## config.mk

```make
export PLATFORM = sky130hd
export DESIGN_NAME = i2c_cmos_ram
export DESIGN_NICKNAME = d
export VERILOG_FILES = /design/src/rtl/i2c_cmos_ram.sv
export SDC_FILE = /design/constraint.sdc
export NUM_CORES = 2
export LEC_CHECK = 0
export CAP_MARGIN = 30
export CORE_ASPECT_RATIO = 0.5
export CORE_MARGIN = 2
export CORE_UTILIZATION = 35
export DETAILED_ROUTE_END_ITERATION = 10
export DONT_BUFFER_PORTS = 1
export PLACE_DENSITY_LB_ADDON = 0.08
export SLEW_MARGIN = 20
export SYNTH_ARGS = -nofsm -noshare
export SYNTH_HDL_FRONTEND = slang
export SYNTH_SLANG_ARGS = --single-unit
export TNS_END_PERCENT = 10
```

## constraint.sdc

```tcl
create_clock -name clkcpu -period 5 [get_ports clkcpu]
set_clock_uncertainty 0.2 [all_clocks]
set_input_delay 0.5 -clock clkcpu [delete_from_list [all_inputs] [get_ports clkcpu]]
set_output_delay 0.5 -clock clkcpu [all_outputs]
set_load 0.01 [all_outputs]
```

## src/rtl/i2c_cmos_ram.sv

```systemverilog
// ---------------------------------------------------------------------------
// i2c_cmos_ram
//   I2C responder modelling a PCF8583-style 256x8 CMOS RAM. It sits at the far
//   end of the IOC's bit-banged I2C bus. SCL and SDA arrive as plain control
//   bits, which are asynchronous to clkcpu, so both are synchronised here
//   before any edge detection.
//
//   A host-side port lets the HPS load and save the CMOS image. Host writes
//   take effect only while the I2C bus is idle. Host reads are always valid.
//
// Ports
//   clkcpu     in   1  system clock, the only clock
//   rst_i      in   1  synchronous reset, active-high
//   scl_i      in   1  SCL from the IOC
//   sda_i      in   1  IOC SDA drive, 1 = released
//   sda_o      out  1  responder SDA drive, 1 = released (bus = sda_i & sda_o)
//   busy_o     out  1  high from START through STOP
//   host_addr  in   8  host RAM address
//   host_we    in   1  host write strobe, single cycle
//   host_din   in   8  host write data
//   host_dout  out  8  ram[host_addr], registered, 1-cycle latency
// ---------------------------------------------------------------------------
module i2c_cmos_ram #(
  parameter logic [6:0] DEV_ADDR = 7'h50
) (
  input  logic       clkcpu,
  input  logic       rst_i,
  input  logic       scl_i,
  input  logic       sda_i,
  output logic       sda_o,
  output logic       busy_o,
  input  logic [7:0] host_addr,
  input  logic       host_we,
  input  logic [7:0] host_din,
  output logic [7:0] host_dout
);

  typedef enum logic [3:0] {
    S_IDLE,
    S_DEVADDR,
    S_ACK_DEV,
    S_WORD,
    S_ACK_WORD,
    S_WRITE,
    S_ACK_WR,
    S_READ,
    S_MACK,
    S_IGNORE
  } state_t;

  // Synchroniser stages (s1, s2) and the history flop (h) for each line
  logic       r_scl_s1, r_scl_s2, r_scl_h;
  logic       r_sda_s1, r_sda_s2, r_sda_h;

  state_t     r_state;
  logic [3:0] r_bitcnt;   // bits received, or bits presented while reading
  logic [7:0] r_shift;    // receive / transmit shift register
  logic [7:0] r_ptr;      // word pointer
  logic       r_rw;       // R/W bit of the last matching device address
  logic       r_sda_o;
  logic       r_busy;
  logic [7:0] r_host_dout;
  logic [7:0] r_ram [256];

  logic       w_scl_rise, w_scl_fall;
  logic       w_sda_rise, w_sda_fall;
  logic       w_start, w_stop;
  logic [7:0] w_byte;
  logic       w_last_bit;
  logic       w_i2c_we;
  logic [7:0] w_ram_rd;

  // ---------------------------------------------------------------------------
  // Input synchronisers. They reset to 1 (the idle bus level), so coming out of
  // reset never fakes a START.
  // ---------------------------------------------------------------------------
  always_ff @(posedge clkcpu) begin
    if (rst_i) begin
      r_scl_s1 <= 1'b1;
      r_scl_s2 <= 1'b1;
      r_scl_h  <= 1'b1;
      r_sda_s1 <= 1'b1;
      r_sda_s2 <= 1'b1;
      r_sda_h  <= 1'b1;
    end else begin
      // NOTE: non-blocking assignments make every flop sample the previous
      // value of its neighbour, which gives a true shift chain.
      r_scl_s1 <= scl_i;
      r_scl_s2 <= r_scl_s1;
      r_scl_h  <= r_scl_s2;
      r_sda_s1 <= sda_i;
      r_sda_s2 <= r_sda_s1;
      r_sda_h  <= r_sda_s2;
    end
  end

  assign w_scl_rise = r_scl_s2 & ~r_scl_h;
  assign w_scl_fall = ~r_scl_s2 & r_scl_h;
  assign w_sda_rise = r_sda_s2 & ~r_sda_h;
  assign w_sda_fall = ~r_sda_s2 & r_sda_h;

  // START and STOP are SDA transitions while SCL is high.
  assign w_start    = w_sda_fall & r_scl_s2;
  assign w_stop     = w_sda_rise & r_scl_s2;

  // The byte as it stands once the bit on SDA at this rising edge is shifted in.
  assign w_byte     = {r_shift[6:0], r_sda_s2};
  assign w_last_bit = (r_bitcnt == 4'd7);
  assign w_ram_rd   = r_ram[r_ptr];

  // A byte is committed only on its eighth SCL rise, and only when that edge
  // is not also a bus condition. A reset therefore never writes a partial byte.
  assign w_i2c_we   = !rst_i && (r_state == S_WRITE) && w_scl_rise &&
                      w_last_bit && !w_start && !w_stop;

  // ---------------------------------------------------------------------------
  // Protocol FSM. START and STOP come first, so they override any SCL edge in
  // the same cycle.
  // ---------------------------------------------------------------------------
  always_ff @(posedge clkcpu) begin
    if (rst_i) begin
      r_state  <= S_IDLE;
      r_bitcnt <= 4'd0;
      r_shift  <= 8'h00;
      r_ptr    <= 8'h00;
      r_rw     <= 1'b0;
      r_sda_o  <= 1'b1;
      r_busy   <= 1'b0;
    end else if (w_start) begin
      r_state  <= S_DEVADDR;
      r_bitcnt <= 4'd0;
      r_sda_o  <= 1'b1;
      r_busy   <= 1'b1;
    end else if (w_stop) begin
      r_state  <= S_IDLE;
      r_sda_o  <= 1'b1;
      r_busy   <= 1'b0;
    end else if (w_scl_rise) begin
      case (r_state)
        S_DEVADDR, S_WORD, S_WRITE: begin
          r_shift  <= w_byte;
          r_bitcnt <= r_bitcnt + 4'd1;
          if (w_last_bit) begin
            r_bitcnt <= 4'd0;
            case (r_state)
              S_DEVADDR: begin
                if (w_byte[7:1] == DEV_ADDR) begin
                  r_rw    <= w_byte[0];
                  r_state <= S_ACK_DEV;
                end else begin
                  r_state <= S_IGNORE;
                end
              end
              S_WORD: begin
                r_ptr   <= w_byte;
                r_state <= S_ACK_WORD;
              end
              default: begin
                // The RAM write happens on this same edge, at the old pointer.
                r_ptr   <= r_ptr + 8'd1;
                r_state <= S_ACK_WR;
              end
            endcase
          end
        end
        S_READ: r_bitcnt <= r_bitcnt + 4'd1;
        S_MACK: begin
          // Master acknowledge: 0 asks for another byte, 1 ends the read.
          if (r_sda_s2) r_state <= S_IGNORE;
          else          r_ptr   <= r_ptr + 8'd1;
        end
        default: ;
      endcase
    end else if (w_scl_fall) begin
      case (r_state)
        S_ACK_DEV, S_ACK_WORD, S_ACK_WR: begin
          // Each ack state sees two falls. The first one opens the ack bit, and
          // SDA is still released at that point. The second one closes it.
          if (r_sda_o) begin
            r_sda_o <= 1'b0;
          end else begin
            r_bitcnt <= 4'd0;
            if (r_state == S_ACK_DEV && r_rw) begin
              r_shift <= w_ram_rd;
              r_sda_o <= w_ram_rd[7];
              r_state <= S_READ;
            end else begin
              r_sda_o <= 1'b1;
              r_state <= (r_state == S_ACK_DEV) ? S_WORD : S_WRITE;
            end
          end
        end
        S_READ: begin
          if (r_bitcnt == 4'd8) begin
            r_sda_o <= 1'b1;
            r_state <= S_MACK;
          end else begin
            r_sda_o <= r_shift[6];
            r_shift <= {r_shift[6:0], 1'b0};
          end
        end
        S_MACK: begin
          // This fall can only follow an ACKed master-ack rise. The pointer has
          // already advanced by then.
          r_shift  <= w_ram_rd;
          r_sda_o  <= w_ram_rd[7];
          r_bitcnt <= 4'd0;
          r_state  <= S_READ;
        end
        default: ;
      endcase
    end
  end

  // ---------------------------------------------------------------------------
  // RAM. The I2C side writes only while busy, and the host side only while
  // idle, so the two writers never collide.
  // ---------------------------------------------------------------------------
  // NOTE: the array has no reset branch on purpose. The CMOS image must survive
  // rst_i, and an un-reset array also maps onto plain RAM.
  always_ff @(posedge clkcpu) begin
    if (w_i2c_we) begin
      r_ram[r_ptr] <= w_byte;
    end else if (host_we && !r_busy) begin
      r_ram[host_addr] <= host_din;
    end
  end

  always_ff @(posedge clkcpu) begin
    if (rst_i) r_host_dout <= 8'h00;
    else       r_host_dout <= r_ram[host_addr];
  end

  assign sda_o     = r_sda_o;
  assign busy_o    = r_busy;
  assign host_dout = r_host_dout;

endmodule

```

==> key figures <==
Outcome
  – Run status: finished with violations
  – Failing checks: negative hold slack, max-slew violations

STA
  – Worst slew pin tran: 1650 ps
  – Fmax: 0.207 GHz
  – Relative slew slack: -9.92%
  – Crit share post-route: 96.4%
  – Sum Neg Setup Slack: 0 ps
  – RSZ-0062 raised after global routing: no
  – Endpoints failing hold: 4
  – Min Tclk post-route: 4820 ps
  – Final Slew Violations: 54
  – # setup viols final: 0
  – Hold slack: -7.25 ps

Power and ir drop
  – P_leak: 34.4 nW
  – Power Total: 37.5 mW
  – Max rail drop VDD: 0.298 mV
  – PwrDens: 332 mW/mm^2

Clock network
  – CTS clk-pin slew, worst paths: 70 ps
  – TritonCTS clock tree: built
  – Clock latency on the worst-skew pair: 890 ps
  – Clock Path Buffers: 4
  – H-Tree Depth: 4
  – CTS Sinks: 2096
  – TritonCTS buffer count: 207
  – Post-CTS Setup Inserts: 0
  – Clock Tree Root: clkbuf_16

Logic synthesis
  – Seq cells post-synth: 2096
  – Synth Net Count: 5215
  – EDFF count, synth: 2048
  – Sequential-to-total area share from yosys stat: 63.4%
  – Netlist cell types: 82
  – Avg Cell Area, Syn: 19.0 sq um
  – Primary FF master, synth: edfxtp_1
  – Synthesized area: 0.0985 sq mm
  – Synth Warn #: 0
  – Ys async rst share: 0%
  – Post-Synthesis Cells: 5189

Route
  – DR vias: 59800
  – Vias per cell: 6.33
  – Avg WL per Cell: 40.9 um
  – DRT Wirelength: 387000 um
  – DR iter-0 viols: 9043
  – Residual DRC: 0
  – Post-route ant nets: 0
  – Pre-Repair DR Iteration Count: 6

Finish
  – Post-route insts no fill: 9451
  – Most common cell after layout, fill and taps aside: edfxtp_1
  – Most frequent cells in the layout: 2048 x edfxtp_1, 1068 x mux4_2, 479 x buf_4, 348 x nor2_1, 210 x clkbuf_16
  – Fin area: 0.113 sq mm
  – Final nets: 5552
  – Area grow syn2layout: 14.5%
  – Share of layout cells above drive strength 1: 35.2%

Place
  – HPWL Detailed: 255000 um
  – Placed cell count: 9040
  – GPL Wtd Cong: 0.942
  – Area after DPL: 0.106 sq mm
  – Buffers on Ports: 0

Global routing
  – First-pass GRT wire length: 521000 um
  – Vias in the first global route: 59100
  – Initial antenna violation count: 35
  – Gr usage total: 26.5%
  – Largest net degree at the start of global routing: 517
  – Final global-route overflow total: 0

Floorplanning
  – Initial core utilization: 35.2%
  – Die H: 379 um
  – DIE WIDTH: 754 um
  – Die Area: 0.286 sq mm
  – Core footprint: 0.279 sq mm
  – Num ports: 31
  – Rows: 137

Worst setup path
  – Critical path class: input port to register
  – Crit. End Element: register
  – CP cell instances: buf_16 -> buf_16 -> mux4_2 -> a22oi_1 -> a21oi_1 -> o41ai_2 -> o41ai_1 -> buf_4 -> nand2_1 -> dlygate4sd3_1 -> o21ai_1 -> dlygate4sd3_1
  – CP Launch Type: input port
  – WP data arrival: 5400 ps
  – Req. time, crit path: 5580 ps
  – CP max FO: 89
  – Max incr delay on CP: 610 ps
  – Worst-path cell with the longest stage delay: o41ai_2

Worst hold path
  – Worst min path class: input port to register

Flow run
  – Max-cap violations: 0
==> final timing paths <==
| path | cells past startpoint | slack (ps) | endpoint | startpoint |
|---|---|---|---|---|
| min | 1 | -7 | r_ram[5][2] | host_din[2] |
| min reg2reg | 2 | 350 | r_bitcnt[2] | r_bitcnt[2] |
| max | 12 | 180 | host_dout[1] | host_addr[0] |
| max reg2reg | 12 | 230 | r_shift[0] | register |
==> metrics by stage <==
step	util (%)	setup WS, ps
after floorplan	-	940
after global placement	37.7	475
after detailed placement	37.8	570
after CTS	40.2	383
after global routing	40.3	48.6
final	40.3	179
==> layer usage <==
layer  routed length, um  global-route usage (%)
met1              168000                    38.9
met2              173000                    40.1
met3               37300                    6.50
met4                8900                    5.65
met5                 444                       0
==> power breakdown <==
part | internal (mW) | switching [mW] | total [mW]
Sequential | 19.4 | 0.0260 | 19.4
Combinational | 0.662 | 1.22 | 1.88
Clock | 9.00 | 7.19 | 16.2
==> synthesized netlist by cell type (29+ instances only) <==
cell type / number / area, sq um
nor3_1: 39 / 195
buf_4: 54 / 405
nor2_1: 351 / 1320
mux2_2: 45 / 507
buf_2: 115 / 576
a22oi_1: 202 / 1520
dfxtp_1: 48 / 961
nand2b_1: 45 / 282
o22ai_1: 46 / 288
nand3_1: 46 / 230
nor2b_1: 38 / 238
mux2i_1: 97 / 971
o21ai_0: 38 / 190
a21oi_1: 110 / 551
buf_1: 40 / 150
buf_6: 32 / 360
nand2_1: 204 / 766
mux4_2: 1068 / 24100
a22o_1: 29 / 254
edfxtp_1: 2048 / 61500
clkbuf_1: 170 / 638
==> kinds of logic after synthesis <==
logic type,share of synthesized area (%)
multiplexers,26.0
flip-flops,63.4
XOR/XNOR,0.00890
AND/OR/NAND/NOR,3.82
AO/OA/AOI/OAI,4.37
adder cells (fa/ha/maj),0.0635
buffers and inverters,2.33
==> cell type report <==
cell class | count | area, sq um
inverters | 14 | 57.6
flip-flops and latches | 2096 | 62500
fillers | 25000 | 167000
repair buffers | 546 | 4790
clock inverters | 126 | 1320
well taps | 3753 | 4700
diodes | 9 | 22.5
clock buffers | 246 | 5370
multi-input cells | 2661 | 34000
==> registers in the layout (all words and copies together) (netlist names), named ones only <==
name,cells
sda_o,1
r_scl_s1,1
busy_o,1
r_state,4
r_sda_h,1
r_sda_s2,1
r_scl_h,1
r_shift,7
r_scl_s2,1
r_ptr,8
r_rw,1
host_dout,8
r_ram,2048
r_sda_s1,1
r_bitcnt,4
==> what timing repair did <==
| item | in CTS | in global routing |
|---|---|---|
| resized for setup | 0 | 1 |
| hold buffers | 18 | 1 |
| setup endpoints to repair | 0 | 8 |
| hold endpoints to repair | 48 | 24 |
==> worst max-delay path: cells and delay by family <==
| kind | cells | cell delay [ps] |
|---|---|---|
| AOI/OAI and AO/OA | 5 | 1660 |
| muxes | 1 | 560 |
| and+or+nand+nor | 1 | 70 |
| buffers and inverters | 5 | 2200 |
(Power assumes the default switching activity.)
